===== config.mk =====
export PLATFORM = sky130hd
export DESIGN_NAME = noc_empty_node
export DESIGN_NICKNAME = d
export VERILOG_FILES = /design/src/rtl/noc_empty_node.sv
export SDC_FILE = /design/constraint.sdc
export NUM_CORES = 1
export LEC_CHECK = 0
export BUFFER_PORTS_ARGS = -buffer_cell sky130_fd_sc_hd__buf_4
export CAP_MARGIN = 10
export CORE_ASPECT_RATIO = 0.9
export CORE_UTILIZATION = 45
export CTS_BUF_LIST = sky130_fd_sc_hd__clkbuf_4
export DETAILED_ROUTE_END_ITERATION = 6
export PLACE_DENSITY = 0.94
export SLEW_MARGIN = 20
export SYNTH_ARGS = -nofsm -noshare
export SYNTH_HDL_FRONTEND = slang
export SYNTH_SLANG_ARGS = --single-unit

===== constraint.sdc =====
create_clock -name noc_clk -period 1.5 [get_ports noc_clk]
set_input_delay 0 -clock noc_clk [delete_from_list [all_inputs] [get_ports noc_clk]]
set_output_delay 0 -clock noc_clk [all_outputs]
set_load 0.05 [all_outputs]

===== src/rtl/noc_empty_node.sv =====
// ============================================================================
// Module   : noc_empty_node
// Purpose  : Terminating endpoint for an unused NoC router local port.
//            Always-ready sink with framing checks and flit/packet counters;
//            define NOC_EMPTY_NODE_ECHO_EN to echo packets back to their source.
// Revision : 1.0
// ============================================================================
`timescale 1ns/1ps
`default_nettype none

module noc_empty_node #(
  parameter int DATA_WIDTH = 32,
  parameter int COORD_W    = 2,
  parameter int FIFO_DEPTH = 8,
  parameter int CNT_W      = 16
) (
  input  logic                  noc_clk,
  input  logic                  noc_rst_n,
  input  logic                  receive_valid,
  output logic                  receive_ready,
  input  logic [DATA_WIDTH-1:0] receive_flit,
  input  logic                  receive_is_header,
  input  logic                  receive_is_tail,
  output logic                  sender_valid,
  input  logic                  sender_ready,
  output logic [DATA_WIDTH-1:0] sender_flit,
  output logic                  sender_is_header,
  output logic                  sender_is_tail,
  output logic [CNT_W-1:0]      rx_pkt_count,
  output logic [CNT_W-1:0]      rx_flit_count,
  output logic                  frame_error
);

  typedef enum logic [0:0] {
    IDLE   = 1'b0,
    IN_PKT = 1'b1
  } state_e;

  state_e           state_q;
  logic             ready_q;
  logic [CNT_W-1:0] rx_pkt_q;
  logic [CNT_W-1:0] rx_flit_q;
  logic             frame_err_q;
  logic             accept_ready_w;
  logic             rx_fire_w;
  logic             violation_w;

  assign receive_ready = accept_ready_w;
  assign rx_fire_w     = receive_valid & accept_ready_w;
  assign violation_w   = (state_q == IDLE)   ? ~receive_is_header
                                             :  receive_is_header;

  // Framing, statistics and the post-reset ready enable.
  always_ff @(posedge noc_clk or negedge noc_rst_n) begin
    if (!noc_rst_n) begin
      state_q     <= IDLE;
      ready_q     <= 1'b0;
      rx_pkt_q    <= '0;
      rx_flit_q   <= '0;
      frame_err_q <= 1'b0;
    end else begin
      ready_q <= 1'b1;
      if (rx_fire_w) begin
        rx_flit_q <= rx_flit_q + CNT_W'(1);
        if (receive_is_tail) begin
          rx_pkt_q <= rx_pkt_q + CNT_W'(1);
        end
        if (violation_w) begin
          frame_err_q <= 1'b1;
        end
        // A header always (re)starts framing, so a misplaced header opens a new packet.
        if (receive_is_tail) begin
          state_q <= IDLE;
        end else if (receive_is_header) begin
          state_q <= IN_PKT;
        end
      end
    end
  end

  assign rx_pkt_count  = rx_pkt_q;
  assign rx_flit_count = rx_flit_q;
  assign frame_error   = frame_err_q;

`ifdef NOC_EMPTY_NODE_ECHO_EN

  localparam int AW = $clog2(FIFO_DEPTH);

  logic [DATA_WIDTH+1:0] mem_q [FIFO_DEPTH];
  logic [AW-1:0]         wr_ptr_q;
  logic [AW-1:0]         rd_ptr_q;
  logic [AW:0]           count_q;
  logic                  full_w;
  logic                  empty_w;
  logic                  pop_w;
  logic [DATA_WIDTH-1:0] echo_flit_w;
  logic [DATA_WIDTH+1:0] head_w;

  assign full_w         = (count_q == (AW+1)'(FIFO_DEPTH));
  assign empty_w        = (count_q == '0);
  assign accept_ready_w = ready_q & ~full_w;
  assign pop_w          = ~empty_w & sender_ready;

  // Swap the (x,y) source and destination pairs so the echo returns home.
  always_comb begin
    echo_flit_w = receive_flit;
    if (receive_is_header) begin
      echo_flit_w[2*COORD_W-1:0]         = receive_flit[4*COORD_W-1:2*COORD_W];
      echo_flit_w[4*COORD_W-1:2*COORD_W] = receive_flit[2*COORD_W-1:0];
    end
  end

  always_ff @(posedge noc_clk) begin
    if (rx_fire_w) begin
      mem_q[wr_ptr_q] <= {receive_is_header, receive_is_tail, echo_flit_w};
    end
  end

  always_ff @(posedge noc_clk or negedge noc_rst_n) begin
    if (!noc_rst_n) begin
      wr_ptr_q <= '0;
      rd_ptr_q <= '0;
      count_q  <= '0;
    end else begin
      if (rx_fire_w) begin
        wr_ptr_q <= wr_ptr_q + AW'(1);
      end
      if (pop_w) begin
        rd_ptr_q <= rd_ptr_q + AW'(1);
      end
      case ({rx_fire_w, pop_w})
        2'b10:   count_q <= count_q + (AW+1)'(1);
        2'b01:   count_q <= count_q - (AW+1)'(1);
        default: count_q <= count_q;
      endcase
    end
  end

  assign head_w           = mem_q[rd_ptr_q];
  assign sender_valid     = ~empty_w;
  assign sender_flit      = empty_w ? '0   : head_w[DATA_WIDTH-1:0];
  assign sender_is_header = empty_w ? 1'b0 : head_w[DATA_WIDTH+1];
  assign sender_is_tail   = empty_w ? 1'b0 : head_w[DATA_WIDTH];

`else

  logic unused_sink_w;

  assign accept_ready_w   = ready_q;
  assign sender_valid     = 1'b0;
  assign sender_flit      = '0;
  assign sender_is_header = 1'b0;
  assign sender_is_tail   = 1'b0;
  assign unused_sink_w    = ^{sender_ready, receive_flit, 32'(COORD_W), 32'(FIFO_DEPTH)};

`endif

endmodule

`default_nettype wire


**After elaboration in Yosys (flattened, before gate mapping)**

Cells that the tools add are included.

- ROM bits: 0
- Bits of input ports: 38
- Register bits after elaboration: 35
- Memories kept: 0
- Bits in latches: 0
- Output and inout bits: 69
- Bits in writable memories: 0
- Word-level logic and storage cells: 16

- Divide/modulo/power cells: 0
- $add $sub $neg: 2
- Bitwise operators: 2
- Shifts and indexed selects: 0
- Multiply operators: 0
- Magnitude comparators: 0
- Reduce and logical (&&, ||, !) cells: 4
- Equality and inequality tests: 0
- Mux-type cells: 3

Operator list:

| kind | count |
|---|---|
| 16-bit by 1-bit adder with 16-bit output, second input constant | 2 |
| 2-bit AND reduction | 3 |
| 1-bit two-way mux | 3 |
| 2-bit nonzero test | 1 |
| 1-bit AND | 1 |
| 1-bit inverter | 1 |

**Longest topological paths before layout**

- Word-level depth: 3
- Depth in mapped cells: 5
- Depth with buffers taken out: 5

**Worst setup path after synthesis**

OpenSTA, ideal clock, no wires.

- Path kind: register to register
- From: register rx_flit_q[0] (netlist: rx_flit_count[0])
- To: register rx_flit_q[12] (netlist: rx_flit_count[12])
- Clock period less this slack: 1.812 ns
- Arrival: 1.670 ns
- Setup time: 0.142 ns
- Path slack: -0.312 ns
- Cell stages (with the launch flop): 6
- Data required time: 1.358 ns
- Path through: dfrtp_1 > ha_1 > nand3_1 > nor4_1 > nand2_1 > xnor2_1

- Word-level cells in the longest chain between the ends: 1

Ends and longest elaborated chain:

| what | RTL line | RTL |
|---|---|---|
| start: declaration | 42 | `logic [CNT_W-1:0] rx_flit_q;` |
| start signal: assignment | 64 | `rx_flit_q <= rx_flit_q + CNT_W'(1);` |
| 16-bit by 1-bit adder with 16-bit output | 64 |  |

Every way passes these cells.
A chain may end at the register's enable or synchronous reset.

**Worst setup path after layout**

- From: register rx_pkt_q[4] (netlist: rx_pkt_count[4])
- To: register rx_pkt_q[15] (netlist: rx_pkt_count[15])

- Word-level cells in the longest chain between the ends: 1

Ends and longest elaborated chain:

| what | RTL line | RTL |
|---|---|---|
| start: declaration | 41 | `logic [CNT_W-1:0] rx_pkt_q;` |
| start signal: assignment | 66 | `rx_pkt_q <= rx_pkt_q + CNT_W'(1);` |
| 16-bit by 1-bit adder with 16-bit output | 66 |  |

Every way passes these cells.

==> results.sh <==
export IMPL_via_per_inst=4.622
export IMPL_clock_skew_ns=0.008482
export IMPL_placeableCoreArea_sq_um=3784
export IMPL_grt_pass1_wl_um=5002
export IMPL_critical_path_slowest_cell="dfrtp_2"
export IMPL_track_usage_pct=15.95
export IMPL_hold_class="in2reg"
export IMPL_p_leak_nw=1.087
export IMPL_cp_arrival_ns=1.66
export IMPL_num_antenna_cells=0
export IMPL_drv_slew=0
export IMPL_cp_max_fo=6
export IMPL_maxCapViolCount=0
export IMPL_peakVddDrop_v=0.0009888
export IMPL_final_instance_count_excl_fill=259
export IMPL_area_growth_pct=19.42
export IMPL_crit_required_ns=1.77
export IMPL_antenna_found_initial=0
export IMPL_netlist_instances=163
export IMPL_hpwlAfterDp_um=2252
export IMPL_end_kind="register"
export IMPL_die_y_um=62.28
export IMPL_nFillCells=345
export IMPL_cts_setup_buffers=0
export IMPL_p_per_area_nw_per_um2=1373
export IMPL_htreeDepth=2
export IMPL_startpoint_type="register"
export IMPL_grt_ovfl_total=0
export IMPL_max_freq_mhz=719.4
export IMPL_dp_cells=248
export IMPL_synth_seq_cells=35
export IMPL_final_cell_mix="buf_4 (40), conb_1 (36), xnor2_1 (18), dfrtp_2 (18), dfrtp_1 (17)"
export IMPL_final_common_cell="buf_4"
export IMPL_drtIter0Drc=71
export IMPL_drc=0
export IMPL_cts_clk_slew_worst_paths_ns=0.10
export IMPL_grt_setup_unrepaired="yes"
export IMPL_yosys_warnings=0
export IMPL_drt_wl_total_um=3055
export IMPL_hold_slack_ns=0.02244
export IMPL_rows=21
export IMPL_fin_crit_ns=1.390
export IMPL_setup_viol=0
export IMPL_ys_seq_area_share_pct=48.21
export IMPL_grt_max_degree=36
export IMPL_utilization_pct=57.34
export IMPL_die_x_um=68.98
export IMPL_port_buffers=38
export IMPL_wl_per_cell_um=11.80
export IMPL_numCtsBuffers=5
export IMPL_ios=107
export IMPL_num_vias=1197
export IMPL_avgSynthCellArea_sq_um=11.15
export IMPL_tritoncts="done"
export IMPL_status="finished, final reports clean"
export IMPL_gp_congestion=0.7397
export IMPL_synth_cell_types=25
export IMPL_start_util_pct=48.02
export IMPL_clock_sinks=35
export IMPL_syn_area_sq_um=1817
export IMPL_path_cells="and4_2, nand3_1, nor4b_4, xor2_1"
export IMPL_max_stage_delay_ns=0.43
export IMPL_nNetsFinal=252
export IMPL_clock_root_buffer="clkbuf_4"
export IMPL_fin_crit_sh_pct=92.67
export IMPL_worstSetupPathType="reg2reg"
export IMPL_final_antenna_net_count=0
export IMPL_clkLatencyLatePin_ns=0.34
export IMPL_hold_viol=0
export IMPL_cts_buffer_depth=2
export IMPL_dr_pass1_iters=4
export IMPL_layout_drive_gt1_share_pct=35.68
export IMPL_grt_pass1_vias=1125
export IMPL_dieArea_sq_um=4296
stage by stage:
step	setup slack (ns)	area [sq um]	total power, mW	setup TNS [ns]
after floorplan	-0.009251	1982	2.248	-0.009251
after global placement	0.1361	2077	2.481	0
after detailed placement	0.08796	2077	2.507	0
after CTS	0.08346	2160	3.009	0
after global routing	-0.007406	2170	3.133	-0.01481
final	0.1100	2170	2.979	0
power by group:
part | total, mW | switching (mW) | internal [mW]
Sequential | 1.34 | 0.233 | 1.10
Clock | 0.492 | 0.300 | 0.192
Combinational | 1.15 | 0.832 | 0.318
timing repair:
item / 4_1_cts / 5_1_grt
gates resized for setup: 0 / 2
hold endpoints to repair: 37 / 0
hold buffers: 3 / 0
endpoints found under the setup margin: 0 / 3
logic make-up (layout without fill, tap and decap cells):
kind of cell             Yosys count  after routing  synth area share (%)
AND/OR/NAND/NOR                   51             51                 18.39
buffers and inverters             39             55                 15.29
flip-flops                        35             35                 48.21
XOR/XNOR                          31             31                 14.94
adder cells (fa/ha/maj)            2              2                 1.377
other                              2             36                0.4134
AO/OA/AOI/OAI                      2              2                0.7580
multiplexers                       1              1                0.6198
critical path: cells and delay by family (launching register included):
kind / cells / cell delay (ns)
simple gates: 3 / 0.73
flops: 1 / 0.43
xor+xnor: 1 / 0.16
flip-flops by register name, indices dropped and copies added, names as in the netlist:
register,count
rx_pkt_count,16
frame_error,1
state_q,1
receive_ready,1
rx_flit_count,16
cells in the mapped netlist:
cell type	instances	area, sq um
nor4_1	2	12.51
nor2_1	8	30.03
xnor2_1	18	157.7
nor3_1	2	10.01
nor3b_2	1	12.51
nand4_1	5	31.28
buf_4	35	262.8
o21bai_1	1	7.510
and2b_2	1	8.760
and3_2	1	7.510
nand3_1	8	40.04
nand4_4	3	63.81
xor2_1	13	113.9
nor4b_2	1	15.01
inv_1	4	15.01
and4_1	2	17.52
ha_1	2	25.02
and3_1	2	12.51
mux2_2	1	11.26
nor2_4	1	11.26
conb_1	2	7.510
dfrtp_1	35	875.8
nand2_1	13	48.80
a31oi_1	1	6.260
nor4_2	1	12.51
final timing paths:
| path | from | end | slack (ns) | cells after the start |
|---|---|---|---|---|
| setup / recovery | rx_pkt_count[4]$_DFFE_PN0P_ | rx_pkt_count[15]$_DFFE_PN0P_ | 0.11 | 4 |
| hold / removal | receive_valid | rx_flit_count[0]$_DFFE_PN0P_ | 0.02 | 3 |
| hold reg to reg | rx_flit_count[15]$_DFFE_PN0P_ | rx_flit_count[15]$_DFFE_PN0P_ | 0.48 | 1 |
| max in group asynchronous | noc_rst_n | rx_flit_count[8]$_DFFE_PN0P_ | 1.01 | 2 |
| min in group asynchronous | noc_rst_n | rx_pkt_count[15]$_DFFE_PN0P_ | 0.13 | 2 |
| setup reg to reg | rx_pkt_count[4]$_DFFE_PN0P_ | rx_pkt_count[15]$_DFFE_PN0P_ | 0.11 | 4 |
metal layers:
layer	wire length (um)	global-route usage (%)	vias up
met1	1292	19.05	579
li1	-	-	571
met5	0	0	-
met2	1549	26.09	40
met3	154	4.412	7
met4	58	6.888	0
area by class of cell:
class                   count  area [sq um]  share of cell area [%]
repair buffers             43         330.3                   15.22
inverters                   4         15.01                  0.6920
flip-flops and latches     35         898.4                   41.41
well taps                  46         57.56                   2.653
clock inverters             2         7.507                  0.3460
clock buffers               6         45.04                   2.076
multi-input cells         123         815.8                   37.60
Note: power is estimated with default switching activity, not from simulation.
